### src/rtl/keypad_pkg.sv
// Shared types, key codes and the 4x4 key map for the matrix keypad front end.
// Latency: n/a (definitions only). Backpressure: n/a.
package keypad_pkg;

   typedef enum logic [1:0] {
      SCAN     = 2'd0,
      DEBOUNCE = 2'd1,
      EMIT     = 2'd2,
      HELD     = 2'd3
   } state_e;

   localparam logic [3:0] KEY_A    = 4'd10;
   localparam logic [3:0] KEY_B    = 4'd11;
   localparam logic [3:0] KEY_C    = 4'd12;
   localparam logic [3:0] KEY_D    = 4'd13;
   localparam logic [3:0] KEY_STAR = 4'd14;
   localparam logic [3:0] KEY_HASH = 4'd15;

   // Indexed [row][column].
   localparam logic [3:0] KEYMAP [4][4] = '{
      '{4'd1,     4'd2, 4'd3,     KEY_A},
      '{4'd4,     4'd5, 4'd6,     KEY_B},
      '{4'd7,     4'd8, 4'd9,     KEY_C},
      '{KEY_STAR, 4'd0, KEY_HASH, KEY_D}
   };

   function automatic logic [2:0] rows_low(input logic [3:0] rows);
      rows_low = '0;
      for (int i = 0; i < 4; i++) begin
         rows_low = rows_low + {2'b00, ~rows[i]};
      end
   endfunction

   function automatic logic [1:0] row_index(input logic [3:0] rows);
      row_index = '0;
      for (int i = 3; i >= 0; i--) begin
         if (!rows[i]) row_index = 2'(i);
      end
   endfunction

endpackage

### src/rtl/keypad_sync_debounce.sv
// Two-flop row synchroniser plus a counter of consecutive samples equal to a reference pattern.
// Latency: 2 cycles row_sense to rs_o, count updates on the sample cycle. Backpressure: none.
module keypad_sync_debounce #(
   parameter int DEBOUNCE_CNT = 4,
   parameter int CW           = 3
) (
   input  logic          clk_i,
   input  logic          rst_i,
   input  logic [3:0]    row_sense_i,
   input  logic          sample_i,
   input  logic          load_i,
   input  logic [3:0]    ref_i,
   output logic [3:0]    rs_o,
   output logic          match_o,
   output logic [CW-1:0] cnt_o
);

   localparam logic [CW-1:0] CNT_MAX = CW'(DEBOUNCE_CNT);

   logic [3:0]    meta_q;
   logic [3:0]    rs_q;
   logic [3:0]    ref_q, ref_d;
   logic [CW-1:0] cnt_q, cnt_d;

   // A load restarts the run; it counts as the first match when it lands on a matching sample.
   always_comb begin
      ref_d = ref_q;
      cnt_d = cnt_q;
      if (load_i) begin
         ref_d = ref_i;
         cnt_d = (sample_i && (rs_q == ref_i)) ? CW'(1) : '0;
      end else if (sample_i) begin
         if (rs_q == ref_q) begin
            if (cnt_q != CNT_MAX) cnt_d = cnt_q + CW'(1);
         end else begin
            cnt_d = '0;
         end
      end
   end

   always_ff @(posedge clk_i) begin
      if (rst_i) begin
         meta_q <= 4'hF;
         rs_q   <= 4'hF;
         ref_q  <= 4'hF;
         cnt_q  <= '0;
      end else begin
         meta_q <= row_sense_i;
         rs_q   <= meta_q;
         ref_q  <= ref_d;
         cnt_q  <= cnt_d;
      end
   end

   assign rs_o    = rs_q;
   assign match_o = (rs_q == ref_q);
   assign cnt_o   = cnt_q;

endmodule

### src/rtl/keypad_scanner.sv
// 4x4 keypad scanner: column drive, debounce FSM and key decode to one registered strobe per press.
// Latency: strobe 1 cycle after the final matching sample. Backpressure: none, strobes are fire-and-forget.
module keypad_scanner #(
   parameter int SCAN_DIV     = 16,
   parameter int DEBOUNCE_CNT = 4
) (
   input  logic       clk,
   input  logic       rst,
   input  logic [3:0] row_sense,
   output logic [3:0] col_drive,
   output logic [3:0] keypad_in,
   output logic       enter,
   output logic       start,
   output logic       aux_strobe,
   output logic       key_held,
   output logic       ghost_err
);

   import keypad_pkg::*;

   localparam int SW = (SCAN_DIV > 1) ? $clog2(SCAN_DIV) : 1;
   localparam int CW = $clog2(DEBOUNCE_CNT + 1);
   localparam logic [SW-1:0] DIV_LAST = SW'(SCAN_DIV - 1);

   state_e        state_q, state_d;
   logic [1:0]    col_q, col_d;
   logic [SW-1:0] div_q, div_d;
   logic [1:0]    row_q, row_d;
   logic [3:0]    key_q, key_d;
   logic          enter_q, enter_d;
   logic          start_q, start_d;
   logic          aux_q, aux_d;
   logic          held_q, held_d;
   logic          ghost_q, ghost_d;

   logic [3:0]    rs;
   logic          deb_match;
   logic [CW-1:0] deb_cnt;
   logic          sample;
   logic          load;
   logic [3:0]    ref_pat;
   logic [1:0]    row_sel;
   logic [3:0]    code;
   logic          reached;

   keypad_sync_debounce #(
      .DEBOUNCE_CNT (DEBOUNCE_CNT),
      .CW           (CW)
   ) u_sync_debounce (
      .clk_i       (clk),
      .rst_i       (rst),
      .row_sense_i (row_sense),
      .sample_i    (sample),
      .load_i      (load),
      .ref_i       (ref_pat),
      .rs_o        (rs),
      .match_o     (deb_match),
      .cnt_o       (deb_cnt)
   );

   // The slot divider free-runs; only the column index freezes while a key is tracked.
   assign sample  = (div_q == DIV_LAST);
   assign div_d   = sample ? '0 : div_q + SW'(1);
   assign reached = deb_match && ((int'(deb_cnt) + 1) >= DEBOUNCE_CNT);
   assign row_sel = (state_q == SCAN) ? row_index(rs) : row_q;
   assign code    = KEYMAP[row_sel][col_q];

   always_comb begin
      state_d = state_q;
      col_d   = col_q;
      row_d   = row_q;
      load    = 1'b0;
      ref_pat = rs;
      key_d   = key_q;
      enter_d = 1'b0;
      start_d = 1'b0;
      aux_d   = 1'b0;
      ghost_d = sample && (rows_low(rs) > 3'd1) && (state_q != EMIT);
      case (state_q)
         SCAN: begin
            if (sample) begin
               if (rows_low(rs) == 3'd1) begin
                  row_d = row_sel;
                  load  = 1'b1;
                  if (DEBOUNCE_CNT == 1) state_d = EMIT;
                  else                   state_d = DEBOUNCE;
               end else begin
                  col_d = col_q + 2'd1;
               end
            end
         end
         DEBOUNCE: begin
            if (sample) begin
               if (!deb_match) begin
                  state_d = SCAN;
                  col_d   = col_q + 2'd1;
               end else if (reached) begin
                  state_d = EMIT;
               end
            end
         end
         EMIT: begin
            // Re-arm the counter to look for a run of all-ones samples (release).
            state_d = HELD;
            load    = 1'b1;
            ref_pat = 4'hF;
         end
         HELD: begin
            if (sample && reached) begin
               state_d = SCAN;
               col_d   = 2'd0;
            end
         end
         default: state_d = SCAN;
      endcase
      if (state_d == EMIT) begin
         key_d   = code;
         enter_d = (code <= 4'd9);
         start_d = (code == KEY_STAR);
         aux_d   = (code > 4'd9) && (code != KEY_STAR);
      end
      held_d = (state_d == HELD);
   end

   always_ff @(posedge clk) begin
      if (rst) begin
         state_q <= SCAN;
         col_q   <= '0;
         div_q   <= '0;
         row_q   <= '0;
         key_q   <= '0;
         enter_q <= 1'b0;
         start_q <= 1'b0;
         aux_q   <= 1'b0;
         held_q  <= 1'b0;
         ghost_q <= 1'b0;
      end else begin
         state_q <= state_d;
         col_q   <= col_d;
         div_q   <= div_d;
         row_q   <= row_d;
         key_q   <= key_d;
         enter_q <= enter_d;
         start_q <= start_d;
         aux_q   <= aux_d;
         held_q  <= held_d;
         ghost_q <= ghost_d;
      end
   end

   assign col_drive  = ~(4'b0001 << col_q);
   assign keypad_in  = key_q;
   assign enter      = enter_q;
   assign start      = start_q;
   assign aux_strobe = aux_q;
   assign key_held   = held_q;
   assign ghost_err  = ghost_q;

endmodule
### config.mk
export PLATFORM = sky130hd
export DESIGN_NAME = keypad_scanner
export DESIGN_NICKNAME = d
export VERILOG_FILES = /design/src/rtl/keypad_pkg.sv /design/src/rtl/keypad_sync_debounce.sv /design/src/rtl/keypad_scanner.sv
export SDC_FILE = /design/constraint.sdc
export NUM_CORES = 1
export LEC_CHECK = 0
export ABC_AREA = 1
export CORE_UTILIZATION = 53
export CTS_BUF_LIST = sky130_fd_sc_hd__clkbuf_4
export DETAILED_ROUTE_END_ITERATION = 16
export GPL_TIMING_DRIVEN = 0
export PLACE_DENSITY = 0.83
export SLEW_MARGIN = 20
export SYNTH_ARGS = -nofsm -noshare
export SYNTH_HDL_FRONTEND = slang
export SYNTH_SLANG_ARGS = --single-unit
### constraint.sdc
create_clock -name clk -period 2.4 [get_ports clk]
set_clock_uncertainty 0.15 [all_clocks]
set_input_delay 0.48 -clock clk [delete_from_list [all_inputs] [get_ports clk]]
set_output_delay 0.48 -clock clk [all_outputs]
set_load 0.05 [all_outputs]
# Word-level counts from Yosys, hierarchy flattened
# Cells that the tools add are included.
[word_totals] regBits=34 input_bits=6 word_cells=102
[classes] bitwise=8 n_addsub=7 n_lt_le_gt_ge=6 n_shift=1 reduce_logical=14 n_mux=33 n_eq_ne=19
[op_table] cell="binary-select mux 16 bit (select 2 bit)" count=1
[op_table] cell="two-way mux 16 bit" count=2
[op_table] cell="two-way mux 2 bit" count=16
[op_table] cell="two-way mux 3 bit" count=4
[op_table] cell="two-way mux 4 bit" count=3
[op_table] cell="inequality test 2 bit (second input constant)" count=6
[op_table] cell="binary-select mux 4 bit (select 2 bit)" count=1
[op_table] cell="equality test 2 bit (second input constant)" count=4
[op_table] cell="equality test 4 bit" count=2
[op_table] cell="equality test 4 bit (second input constant)" count=2
[op_table] cell="one-hot mux 2 bit (4 select lines)" count=1
[op_table] cell=">= comparator 3 bit (second input constant)" count=2
[op_table] cell="logical AND 1 bit" count=6
[op_table] cell="NOT 2 -> 3 bit" count=2
[op_table] cell="one-hot mux 2 bit (3 select lines)" count=1
[op_table] cell="AND reduction 6 bit" count=1
[op_table] cell="NOT 1 bit" count=5
[op_table] cell="adder 3 x 1 -> 4 bit (second input constant)" count=1
[op_table] cell="adder 4 x 1 -> 4 bit (second input constant)" count=1
[op_table] cell=">= comparator 4 x 3 -> 1 bit (second input constant)" count=1
[op_table] cell="> comparator 4 bit (second input constant)" count=1
[op_table] cell="<= comparator 4 bit (second input constant)" count=1
[op_table] cell="inequality test 4 bit (second input constant)" count=1
[op_table] cell="NOT 4 bit" count=1
[op_table] cell="19 further kinds" count=22

# Longest topological paths before layout
[logic_depth] ltp_word=14 depth_mapped=15

# Cells and area by module
# Synthesis repeated with hierarchy kept, for this count alone.
[hier_totals] cells_unflattened=279 hier_area_um2=2006.9
[by_module_without_submodules] mod="keypad_scanner" n_inst=1 seq_area_each_um2=380.4 area_each_um2=1260.0 cells_each=182
[by_module_without_submodules] mod="keypad_sync_debounce" n_inst=1 seq_area_each_um2=300.3 area_each_um2=747.0 cells_each=97

# Worst setup path before layout
# No wires, ideal clock.
[synth_timing] path_type="register -> register" startpoint="reg u_sync_debounce.rs_q[0], in the netlist u_sync_debounce.rs_o[0]" endpoint="reg key_q[1], in the netlist keypad_in[1]" t_arrival_ns=2.327 period_less_slack_ns=2.542 path_stages_with_launch=16 required_time_ns=2.186 slack_ns=-0.142 path_cell_list="dfxtp_1 > inv_2 > fa_1 > ha_1 > ha_1 > inv_1 > nand3b_1 > nor2_2 > inv_2 > a21oi_1 > or2_2 > nand2_4 > inv_2 > nor2_4 > nor2_1 > nor2_1"
[synth_via] elab_chain_len=9
[synth_rtl] item="start: declaration" line_no="keypad_sync_debounce.sv:21" source="logic [3:0] rs_q;"
[synth_rtl] item="start signal: assignment" line_no="keypad_sync_debounce.sv:49" source="rs_q <= meta_q;"
[synth_rtl] item="NOT 1 bit / two-way mux 2 bit (equally long branches)" line_no="keypad_pkg.sv:30, keypad_pkg.sv:37"
[synth_rtl] item="adder 1 x 1 -> 2 bit / two-way mux 2 bit (equally long branches)" line_no="keypad_pkg.sv:30, keypad_scanner.sv:65"
[synth_rtl] item="adder 2 x 1 -> 3 bit / NOT 2 -> 3 bit (equally long branches)" line_no="keypad_pkg.sv:30, keypad_scanner.sv:66"
[synth_rtl] item="adder 3 x 1 -> 3 bit / binary-select mux 16 bit (select 2 bit) (equally long branches)" line_no="keypad_pkg.sv:30, keypad_scanner.sv:66"
[synth_rtl] item="equality test 3 x 1 -> 1 bit / two-way mux 16 bit (equally long branches)" line_no="keypad_scanner.sv:82, keypad_scanner.sv:66"
[synth_rtl] item="two-way mux 2 bit / two-way mux 16 bit (equally long branches)" line_no="keypad_scanner.sv:82, keypad_scanner.sv:66"
[synth_rtl] item="two-way mux 2 bit / binary-select mux 4 bit (select 2 bit) (equally long branches)" line_no="keypad_scanner.sv:81, keypad_scanner.sv:66"
[synth_rtl] item="one-hot mux 2 bit (4 select lines) / two-way mux 4 bit (equally long branches)" line_no="keypad_scanner.sv:79, keypad_scanner.sv:66"
[synth_rtl] item="equality test 2 bit / two-way mux 4 bit (equally long branches)" line_no="keypad_scanner.sv:116, keypad_scanner.sv:66"
[synth_rtl] item="end signal: assignment" line_no="keypad_scanner.sv:142" source="key_q <= key_d;"
[synth_rtl] item="end: declaration" line_no="keypad_scanner.sv:29" source="logic [3:0] key_q, key_d;"
# Parallel ways exist; a longest one is shown, timed or not. The select of a mux whose other input is x is not followed.
# A chain may end at the register's enable or synchronous reset.

# Final worst setup path
[layout_timing] startpoint="reg u_sync_debounce.rs_q[0], in the netlist u_sync_debounce.rs_o[0]" endpoint="reg held_q, in the netlist key_held"
[layout_via] elab_chain_len=9
[layout_rtl] item="NOT 1 bit" line_no="keypad_pkg.sv:30" source="rows_low = rows_low + {2'b00, ~rows[i]};"
[layout_rtl] item="adder 1 x 1 -> 2 bit" line_no="keypad_pkg.sv:30"
[layout_rtl] item="adder 2 x 1 -> 3 bit" line_no="keypad_pkg.sv:30"
[layout_rtl] item="adder 3 x 1 -> 3 bit" line_no="keypad_pkg.sv:30"
[layout_rtl] item="equality test 3 x 1 -> 1 bit" line_no="keypad_scanner.sv:82" source="if (rows_low(rs) == 3'd1) begin"
[layout_rtl] item="two-way mux 2 bit" line_no="keypad_scanner.sv:82"
[layout_rtl] item="two-way mux 2 bit" line_no="keypad_scanner.sv:81" source="if (sample) begin"
[layout_rtl] item="one-hot mux 2 bit (4 select lines) *" line_no="keypad_scanner.sv:79" source="case (state_q)"
[layout_rtl] item="equality test 2 bit *" line_no="keypad_scanner.sv:122" source="held_d = (state_d == HELD);"
[layout_rtl] item="end signal: assignment" line_no="keypad_scanner.sv:146" source="held_q <= held_d;"
[layout_rtl] item="end: declaration" line_no="keypad_scanner.sv:33" source="logic held_q, held_d;"
# Mark *: on every way between the ends. The rest lies on a longest branch, timed or not.

==> key figures <==
Run status
  – Status: finished with violations
  – Failing checks: negative setup slack

STA
  – Final period demand of the worst path: 2.610 ns
  – Final worst path period share: 108.7%
  – RSZ-0062 raised after global routing: yes
  – Final setup fails: 21
  – Final WS setup: -0.2099 ns
  – Slew Limit Headroom: 66.67%
  – Final setup TNS: -3.129 ns
  – Slew Viols, Final: 0
  – Fin. Hold Viols: 0
  – Fmax: 0.3832 GHz
  – Worst slew pin tran: 0.4983 ns

Floorplan
  – Core area: 3363 µm²
  – Row Count: 21
  – # IOs: 19
  – Starting Density: 55.47%
  – Die H: between 60 and 70 µm
  – Die width: 61.33 µm
  – Die footprint: 3761 µm²

Synth
  – Mapped Cells: approximately 250
  – Most common cell in the synthesized netlist: nand2_1
  – Dominant cell type by area after synthesis: dfxtp_1
  – Synth Flop Type: dfxtp_1
  – Synth area leaders: dfxtp_1 36%, ha_1 10%, nand2_1 10%, inv_1 6.8%, nor2_1 4.6%
  – Cell Area, Synth: 1866 µm²
  – Synth top area share: between 30 and 40%
  – Top cells by count, synth: 50 x nand2_1, 34 x dfxtp_1, 34 x inv_1
  – Synthesized net count: 270
  – Synth cell types: 31
  – Sequential fraction of the synthesis area: between 30% and 40%
  – Synth Register Bits: 34
  – Mean Syn Cell Area: 7.522 µm²
  – Synthesis Warnings: 0
  – Number of synthesized flops with an enable pin: 0
  – FFs w/ async S/R, synth: 0%

Pwr
  – Internal: around 1.3 mW
  – Clock power frac: 23.4%
  – PwrDens: around 940 nW/µm²
  – Share of power burned in registers: a little under a third
  – Sw frac: 41.32%
  – Combinational power share: between 40 and 50%
  – Worst VDD drop: 0.6575 mV
  – P_leak: around 1.1 nW
  – Sw power: 0.9490 mW
  – Power consumption: 2.297 mW

Clock network
  – CTS Buf Count: 5
  – H-tree lvl count: 2
  – CTS Sinks: 34
  – Worst skew pair latency: approximately 0.35 ns
  – Bufs on Longest Clock Path: 2
  – Clk root buf: clkbuf_4
  – CTS tree: done
  – Clock-pin slew of the registers on the worst-case setup and hold paths: 0.11 ns

Placement
  – Port bufs: 17
  – RD Place Congestion: about 0.84
  – Dpl hpwl: 2691 µm

Setup path
  – Startpoint types: register
  – Worst Path Required: approximately 2.5 ns
  – Crit-path max FO: 4
  – Crit path DAT: between 2 and 3 ns
  – CP Class: register to register
  – Crit end category: register

Global route
  – First-pass GRT wire length: between 6000 and 7000 µm
  – GRT Util Overall: between 20% and 30%
  – Pin count of the biggest net entering global routing: 13
  – Initial antenna violation count: 0
  – Grt ovf: 0
  – Vias in the first global route: 1,651

Finish
  – Final #Nets: 309
  – Share of layout cells above drive strength 1: between 20% and 30%
  – Synth-to-layout area growth: 31.46%
  – Number of antenna diodes: 0

Detailed routing
  – Iter 0 DRT Violations: 72
  – Vias/cell: 5.225
  – Avg WL per Cell: 13.27 µm
  – Post-Route WL: 4431 µm
  – ANT nets after route: 0
  – First-pass DRT Iterations: 4
  – Via Count: 1,745
  – Number of remaining DRC errors: 0

Min path
  – Hold crit path type: register to register

Job
  – Max-cap violation count: 0
[repair_timing]
item,in CTS,in global routing
resized for setup,26,10
endpoints found under the hold margin,0,0
setup buffers,10,4
gates cloned,1,0
hold buffers,0,0
pin swaps,12,6
endpoints found under the setup margin,22,23
[layer usage]
layer,share of wire (%),wire [µm],vias to the layer above,GRT usage (%)
met5,0,0,-,0
met4,2.8,125,0,14.92
met3,3.5,156,16,8.193
met2,50,2229,42,42.08
met1,43,1919,818,29.49
li1,-,-,869,-
[power groups by stage]
| stage | logic, mW | registers (mW) | clock network [mW] |
|---|---|---|---|
| finish | 1.04 | 0.717 | 0.537 |
| floorplan | 0.605 | 0.797 | 0 |
| detailed placement | 0.872 | 0.724 | 0 |
| CTS | 0.960 | 0.710 | 0.543 |
| global placement | 0.858 | 0.720 | 0 |
| global route | 1.13 | 0.724 | 0.568 |
[registers in the layout, summed over array words and instances, names as in the netlist]
signal                  cells
key_held                    1
u_sync_debounce.ref_q       4
ghost_err                   1
aux_strobe                  1
state_q                     2
keypad_in                   4
div_q                       4
row_q                       2
u_sync_debounce.cnt_o       3
start                       1
u_sync_debounce.meta_q      4
u_sync_debounce.rs_o        4
enter                       1
col_q                       2
[final timing paths]
check / startpoint / slack (ns) / depth (start not counted) / end
worst max register to register: u_sync_debounce.rs_o[0] / -0.21 / 13 / key_held
worst min-delay path: u_sync_debounce.meta_q[1] / 0.28 / 1 / u_sync_debounce.rs_o[1]
worst min register to register: u_sync_debounce.meta_q[1] / 0.28 / 1 / u_sync_debounce.rs_o[1]
worst max-delay path: u_sync_debounce.rs_o[0] / -0.21 / 13 / key_held
[metrics by stage]
step / worst slack [ns] / area (µm²) / utilization, % / hold WS [ns] / std cells
6_report: -0.2099 / 2452 / 72.92 / 0.2776 / 334
5_1_grt: -0.3479 / 2452 / 72.92 / 0.2882 / 334
4_1_cts: -0.1650 / 2380 / 70.76 / 0.2803 / 330
3_5_place_dp: -0.2227 / 2118 / 62.98 / 0.2519 / 311
3_3_place_gp: -0.2009 / 2118 / 62.98 / 0.2413 / 311
2_1_floorplan: -0.04730 / 1891 / - / 0.2394 / 248
[cell type report]
cell class / instances / area, µm²
multi-input cells: 171 / 1145
repair buffers: 31 / 285.3
plain buffers: 2 / 7.507
flip-flops and latches: 34 / 686.9
clock buffers: 5 / 37.54
clock inverters: 3 / 68.82
fillers: 245 / 910.9
well taps: 46 / 57.56
inverters: 42 / 163.9
[cell families (layout without fill, tap and decap cells)]
group                    after synthesis  after routing  share of synthesized area, %
AO/OA/AOI/OAI                         28             28                         9.859
XOR/XNOR                               2              2                        0.9391
adder cells (fa/ha/maj)               16             16                         11.13
buffers and inverters                 44             83                         8.853
flip-flops                            34             34                         36.49
AND/OR/NAND/NOR                      124            125                         32.73
[worst max-delay path: stages (launching register included)]
cell and delay [ns]:
dfxtp_4 0.38, inv_4 0.04, fa_1 0.54, ha_2 0.20, ha_4 0.20, inv_2 0.04, nand3b_1 0.16, nor2_4 0.17
inv_2 0.06, a21oi_2 0.11, or2_4 0.14, buf_6 0.10, nand2_4 0.07, nor3_1 0.18
[cell usage in the layout, fill, tap and decap left out, types with 5 or more instances in the layout]
cell type / Yosys / final
nor2_4: 2 / 5
clkbuf_4: 0 / 5
inv_1: 34 / 33
clkdlybuf4s50_1: 0 / 13
nand2_2: 5 / 5
nand3_1: 13 / 11
dfxtp_1: 34 / 31
nand4_1: 5 / 5
a21oi_1: 9 / 8
nand3_2: 4 / 5
buf_4: 0 / 12
or2_2: 9 / 8
nor2_1: 23 / 20
inv_2: 7 / 7
nand2_1: 50 / 47
ha_1: 15 / 13
nor2_2: 6 / 6
(Power assumes the default switching activity.)
